### config.mk
export PLATFORM = sky130hd
export DESIGN_NAME = uart_cmd_rx_flat
export DESIGN_NICKNAME = d
export VERILOG_FILES = /design/src/rtl/uart_cmd_rx_if.sv /design/src/rtl/uart_cmd_rx.sv /design/src/flat_wrapper.sv
export SDC_FILE = /design/constraint.sdc
export NUM_CORES = 1
export LEC_CHECK = 0
export CAP_MARGIN = 15
export CORE_ASPECT_RATIO = 1.4
export CORE_MARGIN = 2
export CORE_UTILIZATION = 54
export CTS_BUF_LIST = sky130_fd_sc_hd__clkbuf_4
export DETAILED_ROUTE_END_ITERATION = 6
export GPL_TIMING_DRIVEN = 1
export PLACE_DENSITY = 0.81
export SLEW_MARGIN = 30
export SYNTH_ARGS = -nofsm -noshare
export SYNTH_HDL_FRONTEND = slang
export SYNTH_SLANG_ARGS = --single-unit
### constraint.sdc
create_clock -name clk -period 2.4 [get_ports clk]
set_clock_uncertainty 0.2 [all_clocks]
set_input_delay 0.36 -clock clk [delete_from_list [all_inputs] [get_ports clk]]
set_output_delay 0.36 -clock clk [all_outputs]
set_load 0.01 [all_outputs]
### src/rtl/uart_cmd_rx_if.sv
// Signal bundle between the host UART line / command consumers and uart_cmd_rx.
// The slave modport is the receiver's view. The master modport is the view of
// whatever drives the serial line and watches the strobes.
interface uart_cmd_rx_if;
  logic        rx;
  logic [7:0]  byte_data;
  logic        byte_valid;
  logic [7:0]  cmd;
  logic [31:0] arg;
  logic        cmd_valid;
  logic        frame_err;
  logic        csum_err;
  logic        busy;

  modport master (
    output rx,
    input  byte_data, byte_valid, cmd, arg, cmd_valid, frame_err, csum_err, busy
  );

  modport slave (
    input  rx,
    output byte_data, byte_valid, cmd, arg, cmd_valid, frame_err, csum_err, busy
  );
endinterface

### src/rtl/uart_cmd_rx.sv
// 8N1 UART receiver with fixed-length command packet decoder (sync, cmd, 4 arg bytes LE).
// Optional build macro UART_CMD_RX_CHECKSUM_EN adds a trailing XOR checksum byte
// (cmd ^ arg bytes). Without it, packets are 6 bytes and csum_err is tied low.
module uart_cmd_rx #(
  parameter int         CLK_FREQ     = 200_000_000,
  parameter int         BAUD         = 115200,
  parameter logic [7:0] SYNC_BYTE    = 8'hA5,
  parameter int         TIMEOUT_BITS = 20
) (
  input  logic          clk,
  input  logic          rst,
  uart_cmd_rx_if.slave  intf
);

  localparam int CPB = CLK_FREQ / BAUD;
  localparam int HALF = CPB / 2;
  localparam int CW = $clog2(CPB + 1);
  localparam logic [CW-1:0] CPB_LAST = CW'(CPB - 1);
  localparam logic [CW-1:0] HALF_LAST = CW'(HALF - 1);
  localparam int TMO = TIMEOUT_BITS * CPB;
  localparam int TW = $clog2(TMO);
  localparam logic [TW-1:0] TMO_LAST = TW'(TMO - 1);

  localparam logic [2:0] B_IDLE = 3'd0;
  localparam logic [2:0] B_START = 3'd1;
  localparam logic [2:0] B_DATA = 3'd2;
  localparam logic [2:0] B_STOP = 3'd3;
  localparam logic [2:0] B_WAIT_HIGH = 3'd4;

  localparam logic [1:0] P_SYNC = 2'd0;
  localparam logic [1:0] P_CMD = 2'd1;
  localparam logic [1:0] P_ARG = 2'd2;
`ifdef UART_CMD_RX_CHECKSUM_EN
  localparam logic [1:0] P_CSUM = 2'd3;
`endif

  // Saturating increment for the inter-byte gap counter.
  function automatic logic [TW-1:0] sat_inc(input logic [TW-1:0] v);
    return (v == TMO_LAST) ? v : v + 1'b1;
  endfunction

  logic          rx_p0, rx_p1, rx_p2;
  logic [2:0]    bstate;
  logic [CW-1:0] cnt;
  logic [2:0]    bit_idx;
  logic [7:0]    shift_p0;
  logic [7:0]    byte_p1;
  logic          vld_p1;
  logic          ferr_p1;
  logic          start_det;

  logic [1:0]    pstate;
  logic [1:0]    idx;
  logic [7:0]    cmd_sh;
  logic [31:0]   arg_sh;
  logic [31:0]   arg_ins;
  logic [7:0]    cmd_p2;
  logic [31:0]   arg_p2;
  logic          vld_p2;
  logic [TW-1:0] tmo_cnt;
  logic          tmo_run;
  logic          tmo_hit;
`ifdef UART_CMD_RX_CHECKSUM_EN
  logic [7:0]    csum_sh;
  logic          cerr_p2;
`endif

  // Stage p0/p1: two-flop synchronizer; p2 keeps the previous synced value for edge detect.
  always_ff @(posedge clk) begin
    if (rst) begin
      rx_p0 <= 1'b1;
      rx_p1 <= 1'b1;
      rx_p2 <= 1'b1;
    end else begin
      rx_p0 <= intf.rx;
      rx_p1 <= rx_p0;
      rx_p2 <= rx_p1;
    end
  end

  assign start_det = (bstate == B_IDLE) && rx_p2 && !rx_p1;

  // Bit-level FSM: mid-bit sampling, stop-bit check and break recovery.
  always_ff @(posedge clk) begin
    if (rst) begin
      bstate  <= B_IDLE;
      cnt     <= '0;
      bit_idx <= '0;
      vld_p1  <= 1'b0;
      ferr_p1 <= 1'b0;
      byte_p1 <= '0;
    end else begin
      vld_p1  <= 1'b0;
      ferr_p1 <= 1'b0;
      case (bstate)
        B_IDLE: begin
          cnt <= '0;
          if (start_det) bstate <= B_START;
        end
        B_START: begin
          if (cnt == HALF_LAST) begin
            cnt     <= '0;
            bit_idx <= '0;
            bstate  <= rx_p1 ? B_IDLE : B_DATA;
          end else begin
            cnt <= cnt + 1'b1;
          end
        end
        B_DATA: begin
          if (cnt == CPB_LAST) begin
            cnt     <= '0;
            bit_idx <= bit_idx + 3'd1;
            if (bit_idx == 3'd7) bstate <= B_STOP;
          end else begin
            cnt <= cnt + 1'b1;
          end
        end
        B_STOP: begin
          if (cnt == CPB_LAST) begin
            cnt <= '0;
            if (rx_p1) begin
              byte_p1 <= shift_p0;
              vld_p1  <= 1'b1;
              bstate  <= B_IDLE;
            end else begin
              ferr_p1 <= 1'b1;
              bstate  <= B_WAIT_HIGH;
            end
          end else begin
            cnt <= cnt + 1'b1;
          end
        end
        B_WAIT_HIGH: begin
          if (!rx_p1) begin
            cnt <= '0;
          end else if (cnt == CPB_LAST) begin
            cnt    <= '0;
            bstate <= B_IDLE;
          end else begin
            cnt <= cnt + 1'b1;
          end
        end
        default: bstate <= B_IDLE;
      endcase
    end
  end

  // LSB-first data shift register, loaded at each mid-bit data sample.
  always_ff @(posedge clk) begin
    if (bstate == B_DATA && cnt == CPB_LAST) shift_p0 <= {rx_p1, shift_p0[7:1]};
  end

  // Gap counter: restarts at each byte, stops once the next start bit is seen.
  always_ff @(posedge clk) begin
    if (rst) begin
      tmo_run <= 1'b0;
      tmo_cnt <= '0;
    end else if (vld_p1) begin
      tmo_run <= 1'b1;
      tmo_cnt <= '0;
    end else if (start_det) begin
      tmo_run <= 1'b0;
    end else if (tmo_run) begin
      tmo_cnt <= sat_inc(tmo_cnt);
    end
  end

  assign tmo_hit = tmo_run && (tmo_cnt == TMO_LAST);

  always_comb begin
    arg_ins = arg_sh;
    arg_ins[{idx, 3'b000} +: 8] = byte_p1;
  end

  // Shadow assembly of the packet in progress; never visible on the outputs.
  always_ff @(posedge clk) begin
    if (vld_p1) begin
      if (pstate == P_CMD) begin
        cmd_sh <= byte_p1;
`ifdef UART_CMD_RX_CHECKSUM_EN
        csum_sh <= byte_p1;
`endif
      end else if (pstate == P_ARG) begin
        arg_sh <= arg_ins;
`ifdef UART_CMD_RX_CHECKSUM_EN
        csum_sh <= csum_sh ^ byte_p1;
`endif
      end
    end
  end

  // Stage p2: packet parser and command output registers.
  always_ff @(posedge clk) begin
    if (rst) begin
      pstate  <= P_SYNC;
      idx     <= '0;
      cmd_p2  <= '0;
      arg_p2  <= '0;
      vld_p2  <= 1'b0;
`ifdef UART_CMD_RX_CHECKSUM_EN
      cerr_p2 <= 1'b0;
`endif
    end else begin
      vld_p2 <= 1'b0;
`ifdef UART_CMD_RX_CHECKSUM_EN
      cerr_p2 <= 1'b0;
`endif
      if (ferr_p1) begin
        pstate <= P_SYNC;
      end else if (vld_p1) begin
        case (pstate)
          P_SYNC: if (byte_p1 == SYNC_BYTE) pstate <= P_CMD;
          P_CMD: begin
            idx    <= '0;
            pstate <= P_ARG;
          end
          P_ARG: begin
            idx <= idx + 2'd1;
            if (idx == 2'd3) begin
`ifdef UART_CMD_RX_CHECKSUM_EN
              pstate <= P_CSUM;
`else
              cmd_p2 <= cmd_sh;
              arg_p2 <= arg_ins;
              vld_p2 <= 1'b1;
              pstate <= P_SYNC;
`endif
            end
          end
`ifdef UART_CMD_RX_CHECKSUM_EN
          P_CSUM: begin
            if (byte_p1 == csum_sh) begin
              cmd_p2 <= cmd_sh;
              arg_p2 <= arg_sh;
              vld_p2 <= 1'b1;
            end else begin
              cerr_p2 <= 1'b1;
            end
            pstate <= P_SYNC;
          end
`endif
          default: pstate <= P_SYNC;
        endcase
      end else if (pstate != P_SYNC && tmo_hit) begin
        pstate <= P_SYNC;
      end
    end
  end

  assign intf.byte_data  = byte_p1;
  assign intf.byte_valid = vld_p1;
  assign intf.frame_err  = ferr_p1;
  assign intf.cmd        = cmd_p2;
  assign intf.arg        = arg_p2;
  assign intf.cmd_valid  = vld_p2;
`ifdef UART_CMD_RX_CHECKSUM_EN
  assign intf.csum_err   = cerr_p2;
`else
  assign intf.csum_err   = 1'b0;
`endif
  assign intf.busy       = (bstate != B_IDLE) || (pstate != P_SYNC);

endmodule

### src/flat_wrapper.sv
// flat-port wrapper written by rule: the top's interface ports become plain ports
module uart_cmd_rx_flat 
#(
  parameter int         CLK_FREQ     = 200_000_000,
  parameter int         BAUD         = 115200,
  parameter logic [7:0] SYNC_BYTE    = 8'hA5,
  parameter int         TIMEOUT_BITS = 20
)
  (clk, rst, intf_rx, intf_byte_data, intf_byte_valid, intf_cmd, intf_arg, intf_cmd_valid, intf_frame_err, intf_csum_err, intf_busy);
  uart_cmd_rx_if intf_i ();
  input  logic clk;
  input  logic rst;
  input wire logic [$bits(intf_i.rx)-1:0] intf_rx;
  output wire logic [$bits(intf_i.byte_data)-1:0] intf_byte_data;
  output wire logic [$bits(intf_i.byte_valid)-1:0] intf_byte_valid;
  output wire logic [$bits(intf_i.cmd)-1:0] intf_cmd;
  output wire logic [$bits(intf_i.arg)-1:0] intf_arg;
  output wire logic [$bits(intf_i.cmd_valid)-1:0] intf_cmd_valid;
  output wire logic [$bits(intf_i.frame_err)-1:0] intf_frame_err;
  output wire logic [$bits(intf_i.csum_err)-1:0] intf_csum_err;
  output wire logic [$bits(intf_i.busy)-1:0] intf_busy;
  assign intf_i.rx = intf_rx;
  assign intf_byte_data = intf_i.byte_data;
  assign intf_byte_valid = intf_i.byte_valid;
  assign intf_cmd = intf_i.cmd;
  assign intf_arg = intf_i.arg;
  assign intf_cmd_valid = intf_i.cmd_valid;
  assign intf_frame_err = intf_i.frame_err;
  assign intf_csum_err = intf_i.csum_err;
  assign intf_busy = intf_i.busy;
  uart_cmd_rx #(.CLK_FREQ(CLK_FREQ), .BAUD(BAUD), .SYNC_BYTE(SYNC_BYTE), .TIMEOUT_BITS(TIMEOUT_BITS)) u_core (.clk(clk), .rst(rst), .intf(intf_i));
endmodule
==> summary.txt <==
Synth top area share = 30.19%
Cells after Synth = 565
CTS tree = yes
Power Density = 589.6 nW/µm²
CTS root buffer = clkbuf_4
fraction of registers with async set or reset after synthesis = 0%
I/O Buffers = 54
Final Cycle Share = 96.93%
Final setup viols = 0
clk buf depth = 2
clk_lat worst skew = 0.54 ns
initial antenna violation count = 0
Clk pwr share = 41.3%
Synth top cells by count = dfxtp_1 (92), nand2_1 (62), edfxtp_1 (48)
CP delay by family, top = simple AND/OR/NAND/NOR gates
Hold Path Class = in -> reg
routability-driven placement congestion ratio = 0.8391
htree depth = 4
Std-Cell Rows = 45
share of cells above drive strength 1 = 12.50%
Critical Path Source Type = register
Worst path slowest cell = or4b_4
Die ar. = 12180 µm²
sequential fraction of the synthesis area = 53.81%
Slew @ Worst Pin = 0.5368 ns
number of synthesized register bits = 140
hold-fix buffers at CTS = 0
total net switching power = 946.9 µW
most frequent cell after synthesis = dfxtp_1
clock transition at the registers of the reported paths = 0.12 ns
n_diodes = 0
final core utilization = 65.91%
Seq pwr share = 57.4%
P_leak = 2.803 nW
Die Ht = 129.8 µm
CP endpoint kind = output pin
CP arrival = 1.77 ns
drt total wl = 12.88 mm
GRT Total Usage = 22.02%
dpl hpwl = 8.663 mm
CORE AREA = 10920 µm²
Post-synth EDFFs = 48
largest net degree at the start of global routing = 72
CTS sink count = 140
RSZ-0062 raised after global routing = yes
post-synthesis average cell area = 10.80 µm²
DRT Pass-1 Iters = 6
Max VDD drop = 0.3098 mV
die width = 93.83 µm
wire per inst = 16.50 µm
status = finished clean
crit path max fanout = 4
Unique masters post-synth = 65
max-slew violation count = 0
Comb pwr share = 1.3%
crit path kind = reg -> out
Vias/cell = 5.991
cell internal pwr = 3.298 mW
first-pass GRT wire length = 21.07 mm
CP peak stage delay = 0.47 ns
nets = 644
DRC viols = 0
max frequency = 0.4299 GHz
Cell Area, Synth = 6101 µm²
minimum clock period = 2.326 ns
vias post-DR = 4679
Synth area leader = dfxtp_1
initial core utilization = 55.85%
P&R area growth vs syn = 18.01%
ANT nets after route = 0
post-route cell area = 7199 µm²
main flop type after synthesis = dfxtp_1
I/O Pins = 56
max cap viols = 0
area post-placement = 6845 µm²
sw frac = 22.31%
Buf+Inv Stages, Crit Path = 2
Critical Path, Cell by Cell = inv_1 > ha_2 > or4b_4 > buf_6
Fin. Hold Viols = 0
synthesized net count = 582
total congestion overflow = 0
Synth area leaders = dfxtp_1 (30%), edfxtp_1 (24%), o211a_1 (4.9%), a22o_1 (4.3%), nand2_1 (3.8%)
Detailed Route Iter0 Violations = 282
number of global-route vias before repair = 4376
Slew headroom = 64.02%
required time of the critical path = 1.84 ns
CTS buffer count = 17
Ys Warns = 0
[power by group through the flow]
stage | Sequential, mW | Clock (mW) | Combinational, mW
final | 2.44 | 1.75 | 0.0532
after global routing | 2.44 | 1.90 | 0.0593
after CTS | 2.44 | 1.80 | 0.0539
after detailed placement | 2.49 | 0 | 0.0535
after global placement | 2.49 | 0 | 0.0520
after floorplan | 2.49 | 0 | 0.0379
[metrics by stage]
stage / TNS (ns) / worst slack (ns) / hold slack [ns] / std cells / total power, mW
2_1_floorplan: 0 / 0.1622 / 0.1895 / 565 / 2.528
3_3_place_gp: 0 / 0.1645 / 0.1947 / 749 / 2.543
3_5_place_dp: 0 / 0.1224 / 0.2000 / 749 / 2.545
4_1_cts: 0 / 0.01445 / 0.1526 / 781 / 4.291
5_1_grt: -0.02503 / -0.02503 / 0.1503 / 781 / 4.401
6_report: 0 / 0.07374 / 0.2013 / 781 / 4.245
[kinds of logic after synthesis]
| family | count (synthesis) | synth area share [%] |
|---|---|---|
| XOR/XNOR | 7 | 1.005 |
| AND/OR/NAND/NOR | 214 | 19.89 |
| buffers and inverters | 43 | 3.097 |
| multiplexers | 15 | 2.461 |
| adder cells (fa/ha/maj) | 14 | 2.871 |
| other | 1 | 0.06147 |
| flip-flops | 140 | 53.81 |
| AO/OA/AOI/OAI | 131 | 16.80 |
[layer usage]
layer  part of all wire (%)  track usage (%)
met5                      0                0
met4                    2.2            9.719
met3                    5.6            5.600
met2                     51            37.14
met1                     41            26.62
[registers in the layout, summed over array words and instances, names as in the netlist, 2 cells and up]
signal / cells
u_core.intf.cmd: 8
u_core.bit_idx: 3
u_core.cmd_sh: 8
u_core.tmo_cnt: 16
u_core.arg_sh: 32
u_core.bstate: 3
u_core.shift_p0: 8
u_core.intf.byte_data: 8
u_core.pstate: 2
u_core.intf.arg: 32
u_core.idx: 2
u_core.cnt: 11
[worst paths after layout]
kind	end	slack [ns]	startpoint	depth (start not counted)
max	intf_busy	0.07	u_core.pstate[0]	4
min	u_core.rx_p0	0.20	intf_rx	2
max reg2reg	u_core.intf.byte_data[6]	0.24	u_core.cnt[0]	6
min reg2reg	u_core.rx_p1	0.22	u_core.rx_p0	1
[worst register-to-register path, cell delays in order (launching register included)]
cell and delay [ns]:
dfxtp_1 0.40, ha_1 0.28, nand4bb_1 0.18, nor3b_1 0.35, and4_1 0.24, buf_4 0.20
mux2i_1 0.21
[layout make-up]
cell class	count	area, µm²
tap	141	176.4
sequential	140	3291
fill	842	3724
clock inverter	15	211.5
timing repair buffer	73	709.4
multi-input combinational	382	2635
inverter	13	48.80
clock buffer	17	127.6
[cells in the final DEF, fill, tap and decap left out, types with 3 or more instances in the layout]
cell type	Yosys	routed
or2_2	5	5
clkinv_4	0	5
mux2i_1	15	15
a22o_1	30	30
and4_1	6	6
nand2_1	62	62
nand4_1	9	9
o2bb2ai_1	5	5
clkdlybuf4s50_1	0	53
xor2_1	5	5
nor3b_1	3	3
buf_4	1	17
nor2b_1	4	4
dfxtp_1	92	86
o21ai_0	4	4
bufinv_16	0	4
nor4b_1	3	3
o211a_1	30	30
ha_1	14	13
a21oi_1	30	30
inv_6	0	4
a211oi_1	4	4
inv_1	11	10
dfxtp_2	0	6
nor2_1	29	29
o21ai_1	3	3
or3_1	7	7
clkbuf_4	0	17
nand3b_1	3	3
nor3_1	6	6
or4_1	10	10
o31ai_1	8	8
and4bb_2	3	3
edfxtp_1	48	48
nand3_1	12	12
nand2b_1	34	34
and3_1	3	3
[repair_timing]
action                                 in CTS  in global routing
setup endpoints to repair                   3                  3
endpoints found under the hold margin       0                  0
resized for setup                          10                  4
setup buffers                               0                  0
(Power assumes the default switching activity.)
